<file path="src/rtl/handshake_master.sv">
// handshake_master
//   Source side of a valid/ready handshake. A local producer pushes words
//   into a small FIFO; an output register presents them to the slave with
//   valid held until acceptance and data stable while waiting. Counts
//   completed transfers.
//
//   State table:
//     IDLE | output register empty, valid=0; loads the FIFO head when available
//     SEND | output register holds a word, valid=1; waits for ready
//
// Ports:
//   clk       system clock, all state on posedge
//   rst       asynchronous active-high reset
//   wr_en     producer write strobe (ignored while full)
//   wr_data   producer word
//   full      FIFO holds DEPTH entries
//   fifo_cnt  FIFO occupancy 0..DEPTH (output register not included)
//   valid     handshake valid (registered)
//   data      handshake data (registered)
//   ready     handshake ready from the slave, sampled at posedge
//   busy      valid=1 or FIFO non-empty
//   xfer_cnt  completed transfers, wraps
module handshake_master #(
    parameter int DATA_W = 32,
    parameter int DEPTH  = 4,
    parameter int CNT_W  = 16
) (
    input  logic                     clk,
    input  logic                     rst,
    input  logic                     wr_en,
    input  logic [DATA_W-1:0]        wr_data,
    output logic                     full,
    output logic [$clog2(DEPTH):0]   fifo_cnt,
    output logic                     valid,
    output logic [DATA_W-1:0]        data,
    input  logic                     ready,
    output logic                     busy,
    output logic [CNT_W-1:0]         xfer_cnt
);

    localparam int             AW         = $clog2(DEPTH);
    localparam logic [AW:0]    L_FULL_CNT = (AW+1)'(DEPTH);

    typedef enum logic {
        ST_IDLE = 1'b0,
        ST_SEND = 1'b1
    } state_t;

    state_t              r_state;
    state_t              w_state_nxt;
    logic [DATA_W-1:0]   r_mem [DEPTH];
    logic [AW-1:0]       r_wptr;
    logic [AW-1:0]       r_rptr;
    logic [AW:0]         r_cnt;
    logic                r_valid;
    logic [DATA_W-1:0]   r_data;
    logic [CNT_W-1:0]    r_xfer_cnt;

    logic                w_push;
    logic                w_pop;
    logic                w_xfer;
    logic                w_valid_nxt;
    logic [DATA_W-1:0]   w_data_nxt;
    logic [AW:0]         w_cnt_nxt;

    assign full     = (r_cnt == L_FULL_CNT);
    assign fifo_cnt = r_cnt;
    assign valid    = r_valid;
    assign data     = r_data;
    assign busy     = r_valid || (r_cnt != '0);
    assign xfer_cnt = r_xfer_cnt;

    // A write while full is dropped, so a pop and an accepted write never
    // target the same slot in the same edge.
    assign w_push    = wr_en && !full;
    assign w_cnt_nxt = r_cnt + {{AW{1'b0}}, w_push} - {{AW{1'b0}}, w_pop};

    always_comb begin
        w_state_nxt = r_state;
        w_valid_nxt = r_valid;
        w_data_nxt  = r_data;
        w_pop       = 1'b0;
        w_xfer      = 1'b0;
        case (r_state)
            ST_IDLE: begin
                if (r_cnt != '0) begin
                    w_pop       = 1'b1;
                    w_valid_nxt = 1'b1;
                    w_data_nxt  = r_mem[r_rptr];
                    w_state_nxt = ST_SEND;
                end
            end
            ST_SEND: begin
                if (ready) begin
                    w_xfer = 1'b1;
                    if (r_cnt != '0) begin
                        // back-to-back: reload output register in the transfer edge
                        w_pop      = 1'b1;
                        w_data_nxt = r_mem[r_rptr];
                    end else begin
                        w_valid_nxt = 1'b0;
                        w_data_nxt  = '0;
                        w_state_nxt = ST_IDLE;
                    end
                end
            end
            default: begin
                w_state_nxt = ST_IDLE;
                w_valid_nxt = 1'b0;
                w_data_nxt  = '0;
            end
        endcase
    end

    always_ff @(posedge clk or posedge rst) begin
        if (rst) begin
            r_state    <= ST_IDLE;
            r_valid    <= 1'b0;
            r_data     <= '0;
            r_wptr     <= '0;
            r_rptr     <= '0;
            r_cnt      <= '0;
            r_xfer_cnt <= '0;
        end else begin
            r_state <= w_state_nxt;
            r_valid <= w_valid_nxt;
            r_data  <= w_data_nxt;
            r_cnt   <= w_cnt_nxt;
            if (w_push) begin
                r_wptr <= r_wptr + AW'(1);
            end
            if (w_pop) begin
                r_rptr <= r_rptr + AW'(1);
            end
            if (w_xfer) begin
                r_xfer_cnt <= r_xfer_cnt + CNT_W'(1);
            end
        end
    end

    // Storage needs no reset; occupancy and pointers define what is live.
    always_ff @(posedge clk) begin
        if (w_push) begin
            r_mem[r_wptr] <= wr_data;
        end
    end

endmodule

</file>
<file path="config.mk">
export PLATFORM = sky130hd
export DESIGN_NAME = handshake_master
export DESIGN_NICKNAME = d
export VERILOG_FILES = /design/src/rtl/handshake_master.sv
export SDC_FILE = /design/constraint.sdc
export NUM_CORES = 1
export LEC_CHECK = 0
export CORE_MARGIN = 2
export CORE_UTILIZATION = 37
export CTS_CLUSTER_SIZE = 8
export DETAILED_ROUTE_END_ITERATION = 8
export GPL_ROUTABILITY_DRIVEN = 1
export PLACE_DENSITY = 0.54
export SETUP_SLACK_MARGIN = 0.5
export SYNTH_ARGS = -nofsm -noshare
export SYNTH_HDL_FRONTEND = slang
export SYNTH_SLANG_ARGS = --single-unit
</file>
<file path="constraint.sdc">
create_clock -name clk -period 3.07 [get_ports clk]
set_input_delay 0.614 -clock clk [delete_from_list [all_inputs] [get_ports clk]]
set_output_delay 0.614 -clock clk [all_outputs]
set_load 0.05 [all_outputs]
</file>
==> metrics, run 1 <==
outcome finished, final reports clean; gr ovfl total 0; Routed Antenna Nets 0; synthesized area 0.006960 mm²; final setup vio count 0; Synth async-reset ratio 30.81%; Die H 141.2 µm; CTS buffer count 17; CP endpoint kind output pin; Detailed Route WL 13,590 µm; clk sinks 185; worst hold stages 1; CP arrival 1.83 ns; number of port buffers 89; layout cell share with drive strength beyond 1 18.14%; FMAX 408.5 MHz; Max-Cap Viols 0; post-DR vias/cell 5.088; Worst R2R End fifo_cnt[2]; number of flops mapped to enable cells by yosys 128; WHS Endpoint xfer_cnt[15]; postcts setup bufs 0; Max transition margin 25.81%; final std cells w/o fill 697; Syn Nets 391; die area 0.01992 mm²; DP Worst Slack 0.3106 ns; WP data required 2.46 ns; Max FO, Critical Path 6; initial antenna violation count 0; Placed Instances 665; Pleak 3.186 nW; area grow syn2layout 26.37%; setup TNS 0 ns; RR Startpoint fifo_cnt[1]; latest clock arrival within the worst-skew pair 0.42 ns; Synth top cells by count edfxtp_1, dfrtp_1, a22o_1; drc violations 0; Hold Startpoint xfer_cnt[15]; P per Cell Area 1050 mW/mm²; Fill cells 1,564; H-tree depth 4; core area 0.01858 mm²; Final Max Tran Viols 0; final worst slack 0.6222 ns; clock-pin slew on the worst setup and hold paths 0.07 ns; Startpoint Class flop; Ports 90; HP Class reg -> reg; Longest Clk Path Bufs 2; CP Class reg -> out; Core Util, Final 47.34%; post-synth top area share 55.22%; Avg Cell Area, Syn 20.06 µm²; DIE WIDTH 141.2 µm; Global Route Usage Sum 14.28%; period utilisation layout 79.73%; min cycle time layout 2.448 ns; Hold Vio Cnt, Final 0; number of global-route vias before repair 3,681; Yosys cell types 30; sequential element share of the synthesized area 75.71%; row cnt 50; Primary FF master, synth edfxtp_1; DP Wirelength 8255 µm; CTS tree yes; Reg2Reg Setup Slack 0.76 ns; Initial Utilization 37.46%; vias 3,546; cell with the most instances after synthesis edfxtp_1; largest cells by area after synthesis edfxtp_1, dfrtp_1, mux4_2; Ys Warns 0; clock root cell clkbuf_16; wire per inst 19.49 µm; largest net degree at the start of global routing 35; first-pass GRT wire length 21,020 µm; Layout Skew 0.007553 ns; cell taking the most area after synthesis edfxtp_1; peak supply drop 0.0004720 V; RSZ-0062 raised after global routing no; Worst Reg-to-Reg Cells 9; routability cong. 0.7384; Slew @ Worst Pin 1.109 ns; drt first-iter violations 175; Hold WS 0.4778 ns; Post-Synthesis Cells 347; DRT Pass-1 Iters 4; n_diodes 0; synthesized flop and latch total 185; layout net count 494
-- final cells by class --
| type | instances | area (µm²) | share of cell area (%) |
|---|---|---|---|
| Inverter | 7 | 26.28 | 0.2987 |
| Tap cell | 234 | 292.8 | 3.329 |
| Sequential cell | 185 | 5276 | 59.99 |
| Multi-Input combinational cell | 139 | 1585 | 18.02 |
| Clock buffer | 17 | 425.4 | 4.836 |
| Clock inverter | 15 | 165.2 | 1.878 |
| Timing Repair Buffer | 100 | 1025 | 11.65 |
-- cells by family after synthesis --
family          count (synthesis)  synth area share, %
fa+ha+maj                       8                1.546
compound gates                 37                4.476
mux                            33                10.79
flops                         185                75.71
simple gates                   42                3.200
buf+inv                        23                1.888
xor+xnor                       19                2.391
-- cell usage in the layout, fill, tap and decap left out, types with 2 or more instances in the layout --
cell type        count
dfrtp_1             52
nand2b_1             2
dfrtp_2              5
nand4_1              2
clkinvlp_4           2
xor2_1               4
nand2_1             11
clkinv_1             2
mux4_1               5
o21ai_0              3
xnor2_1             15
buf_4                7
nor3_1               3
inv_8                3
edfxtp_1           128
clkbuf_16           17
inv_1                6
ha_1                 7
clkdlybuf4s50_1     87
and3_1               2
and2_2               4
mux4_2              27
bufinv_16            2
inv_6                5
nand3_1              9
a22o_1              32
nor2_1               3
buf_12               4
-- worst max-delay path, cell delays in order (launching register included) --
cell and delay, ns:
dfrtp_2 0.48, nor3_1 0.36, nand2b_1 0.13, dlygate4sd2_1 0.44
-- report_power, final --
part           internal (mW)  switching (mW)  total [mW]
Sequential              3.36           0.453        3.81
Clock                   1.22           0.957        2.18
Combinational           1.37            1.87        3.24
-- through the flow --
stage	power (mW)	area, µm²
5_1_grt	9.675	8796
3_5_place_dp	7.175	8204
2_1_floorplan	6.041	6979
3_3_place_gp	7.121	8204
4_1_cts	9.373	8793
6_report	9.233	8796
-- routing by layer --
layer | part of all wire (%) | global-route usage, %
met5 | 0 | 0
met4 | 1.4 | 4.895
met3 | 4.1 | 3.702
met2 | 50 | 23.56
met1 | 45 | 18.48
-- registers in the layout, indices dropped and copies added, names as in the netlist --
name	flops
xfer_cnt	16
r_mem	128
r_state	1
fifo_cnt	3
valid	1
r_wptr	2
data	32
r_rptr	2
-- worst max-delay path by stage --
stage | from | to | depth (start not counted)
after global routing | fifo_cnt[1] | busy | 3
final | fifo_cnt[1] | busy | 3
after CTS | fifo_cnt[1] | full | 2
after global placement | ready | fifo_cnt[2] | 10
after detailed placement | ready | fifo_cnt[2] | 10
after floorplan | fifo_cnt[2] | fifo_cnt[2] | 11
-- repair_timing --
item / CTS / global route
endpoints found under the setup margin: 1 / 1
hold buffers: 0 / 0
resized for setup: 1 / 1
Power figures use the tool's default switching activity.
==> inputs of run 2 (changes only) <==
Clock period 3.07 ns to 2.4 ns, I/O delays scaled along.
==> run 2 against run 1 <==
Critical path depth rose by 6. Combinational power rose by 30%. Non-clock buffer count rose by 13.
==> metrics, run 2 (synthesized netlist as in run 1, its figures left out) <==
Startpoint Class flop; layout net count 507; Max FO, Critical Path 3; Pleak 3.368 nW; Worst R2R End fifo_cnt[2]; Reg2Reg Setup Slack 0.27 ns; drt first-iter violations 190; period utilisation layout 88.85%; Initial Utilization 37.46%; first-pass GRT wire length 21,470 µm; initial antenna violation count 0; P per Cell Area 1336 mW/mm²; CP max stage delay 0.43 ns; Max-Cap Viols 0; CP endpoint kind flop; Hold Vio Cnt, Final 0; RR Startpoint fifo_cnt[1]; CP Buf/Inv Count 2; Detailed Route WL 13,670 µm; drc violations 0; min cycle time layout 2.132 ns; Longest Clk Path Bufs 2; FMAX 468.9 MHz; post-DR vias/cell 5.013; CP Class reg -> reg; Slew @ Worst Pin 0.5423 ns; Slowest cell on crit path dfrtp_2; Hold WS 0.4579 ns; Ports 90; gr ovfl total 0; Global Route Usage Sum 14.69%; core area 0.01858 mm²; HP Class in -> async; outcome finished, final reports clean; vias 3,559; CTS buffer count 17; die area 0.01992 mm²; commonest non-fill, non-tap cell in the layout edfxtp_1; Worst Reg-to-Reg Cells 9; most frequent cells in the layout edfxtp_1, dfrtp_1, dlygate4sd2_1; number of port buffers 89; routability cong. 0.7218; Fill cells 1,617; Final Max Tran Viols 0; clock root cell clkbuf_16; CP top delay family adder cells; n_diodes 0; DIE WIDTH 141.2 µm; number of global-route vias before repair 3,901; DRT Pass-1 Iters 4; max reg flops 128; clk sinks 185; row cnt 50; clock-pin slew on the worst setup and hold paths 0.07 ns; CTS tree yes; Routed Antenna Nets 0; layout cell share with drive strength beyond 1 24.37%; area grow syn2layout 28.02%; H-tree depth 4; RSZ-0062 raised after global routing yes; DP Wirelength 8233 µm; peak supply drop 0.0006582 V; Die H 141.2 µm; Layout Skew 0.008558 ns; Reg with most FFs r_mem; wire per inst 19.26 µm; final setup vio count 0; setup TNS 0 ns; CP Cell Sequence or3_4, and2_4, ha_4, inv_2, ha_4, inv_2, fa_2, xnor2_2, xnor2_1; WP data required 2.74 ns; Max transition margin 63.99%; CP arrival 2.47 ns; largest net degree at the start of global routing 58; latest clock arrival within the worst-skew pair 0.43 ns
[run 2: cell count changes in the layout (fill, tap and decap cells not counted), moves of 3 or more]
cell	delta
inv_6	-3
inv_1	-4
dlygate4sd2_1	+36
clkdlybuf4s50_1	-52
inv_2	+4
clkbuf_2	+6
buf_4	+10
clkdlybuf4s15_1	+8
[run 2: report_power, final]
group	switching, mW	internal (mW)	total, mW
sequential	0.509	4.30	4.81
clock	1.20	1.70	2.90
combinational	2.51	1.68	4.20
[run 2: how the worst max path moves through the flow]
stage	end	depth (start not counted)	slack [ns]	startpoint
2_1_floorplan	fifo_cnt[2]	11	-0.16	fifo_cnt[2]
3_3_place_gp	fifo_cnt[2]	10	-0.02	ready
3_5_place_dp	fifo_cnt[2]	10	-0.08	ready
4_1_cts	fifo_cnt[2]	9	0.26	fifo_cnt[2]
5_1_grt	fifo_cnt[2]	9	0.19	fifo_cnt[1]
6_report	fifo_cnt[2]	9	0.27	fifo_cnt[1]
[run 2: routing by layer]
metal	vias up	share of wire, %	wire, µm	global-route usage, %
met5	-	0	0	0
met4	0	1.2	164	5.368
met3	14	4.5	609	4.280
met2	75	48	6618	23.56
met1	1869	46	6280	19.15
li1	1601	-	-	-
[run 2: layout make-up]
type	count	area (µm²)	area share (%)
clock buffer	19	452.9	5.083
clock inverter	13	166.4	1.867
inverter	7	26.28	0.2949
multi-input combinational	139	1625	18.24
sequential	185	5276	59.21
tap	234	292.8	3.286
timing repair buffer	113	1071	12.02
[run 2: timing repair]
| item | 4_1_cts | 5_1_grt |
|---|---|---|
| setup buffers | 3 | 1 |
| pin swaps | 5 | 4 |
| hold buffers | 0 | 0 |
| gates resized for setup | 76 | 19 |
| setup endpoints to repair | 56 | 18 |
| hold endpoints to repair | 0 | 0 |
[run 2: through the flow]
| step | instance area, µm² | utilization (%) | instances | power, mW | setup slack [ns] |
|---|---|---|---|---|---|
| after global routing | 8911 | 47.96 | 710 | 12.50 | 0.1949 |
| after global placement | 8309 | 44.72 | 674 | 9.241 | -0.01528 |
| final | 8911 | 47.96 | 710 | 11.91 | 0.2675 |
| after floorplan | 6997 | - | 347 | 7.734 | -0.1609 |
| after detailed placement | 8309 | 44.72 | 674 | 9.293 | -0.07524 |
| after CTS | 8925 | 48.03 | 709 | 12.07 | 0.2589 |
[run 2: tightest hold or removal path, delay by kind of cell]
family	cells	cell delay, ns
buffers and inverters	3	0.81
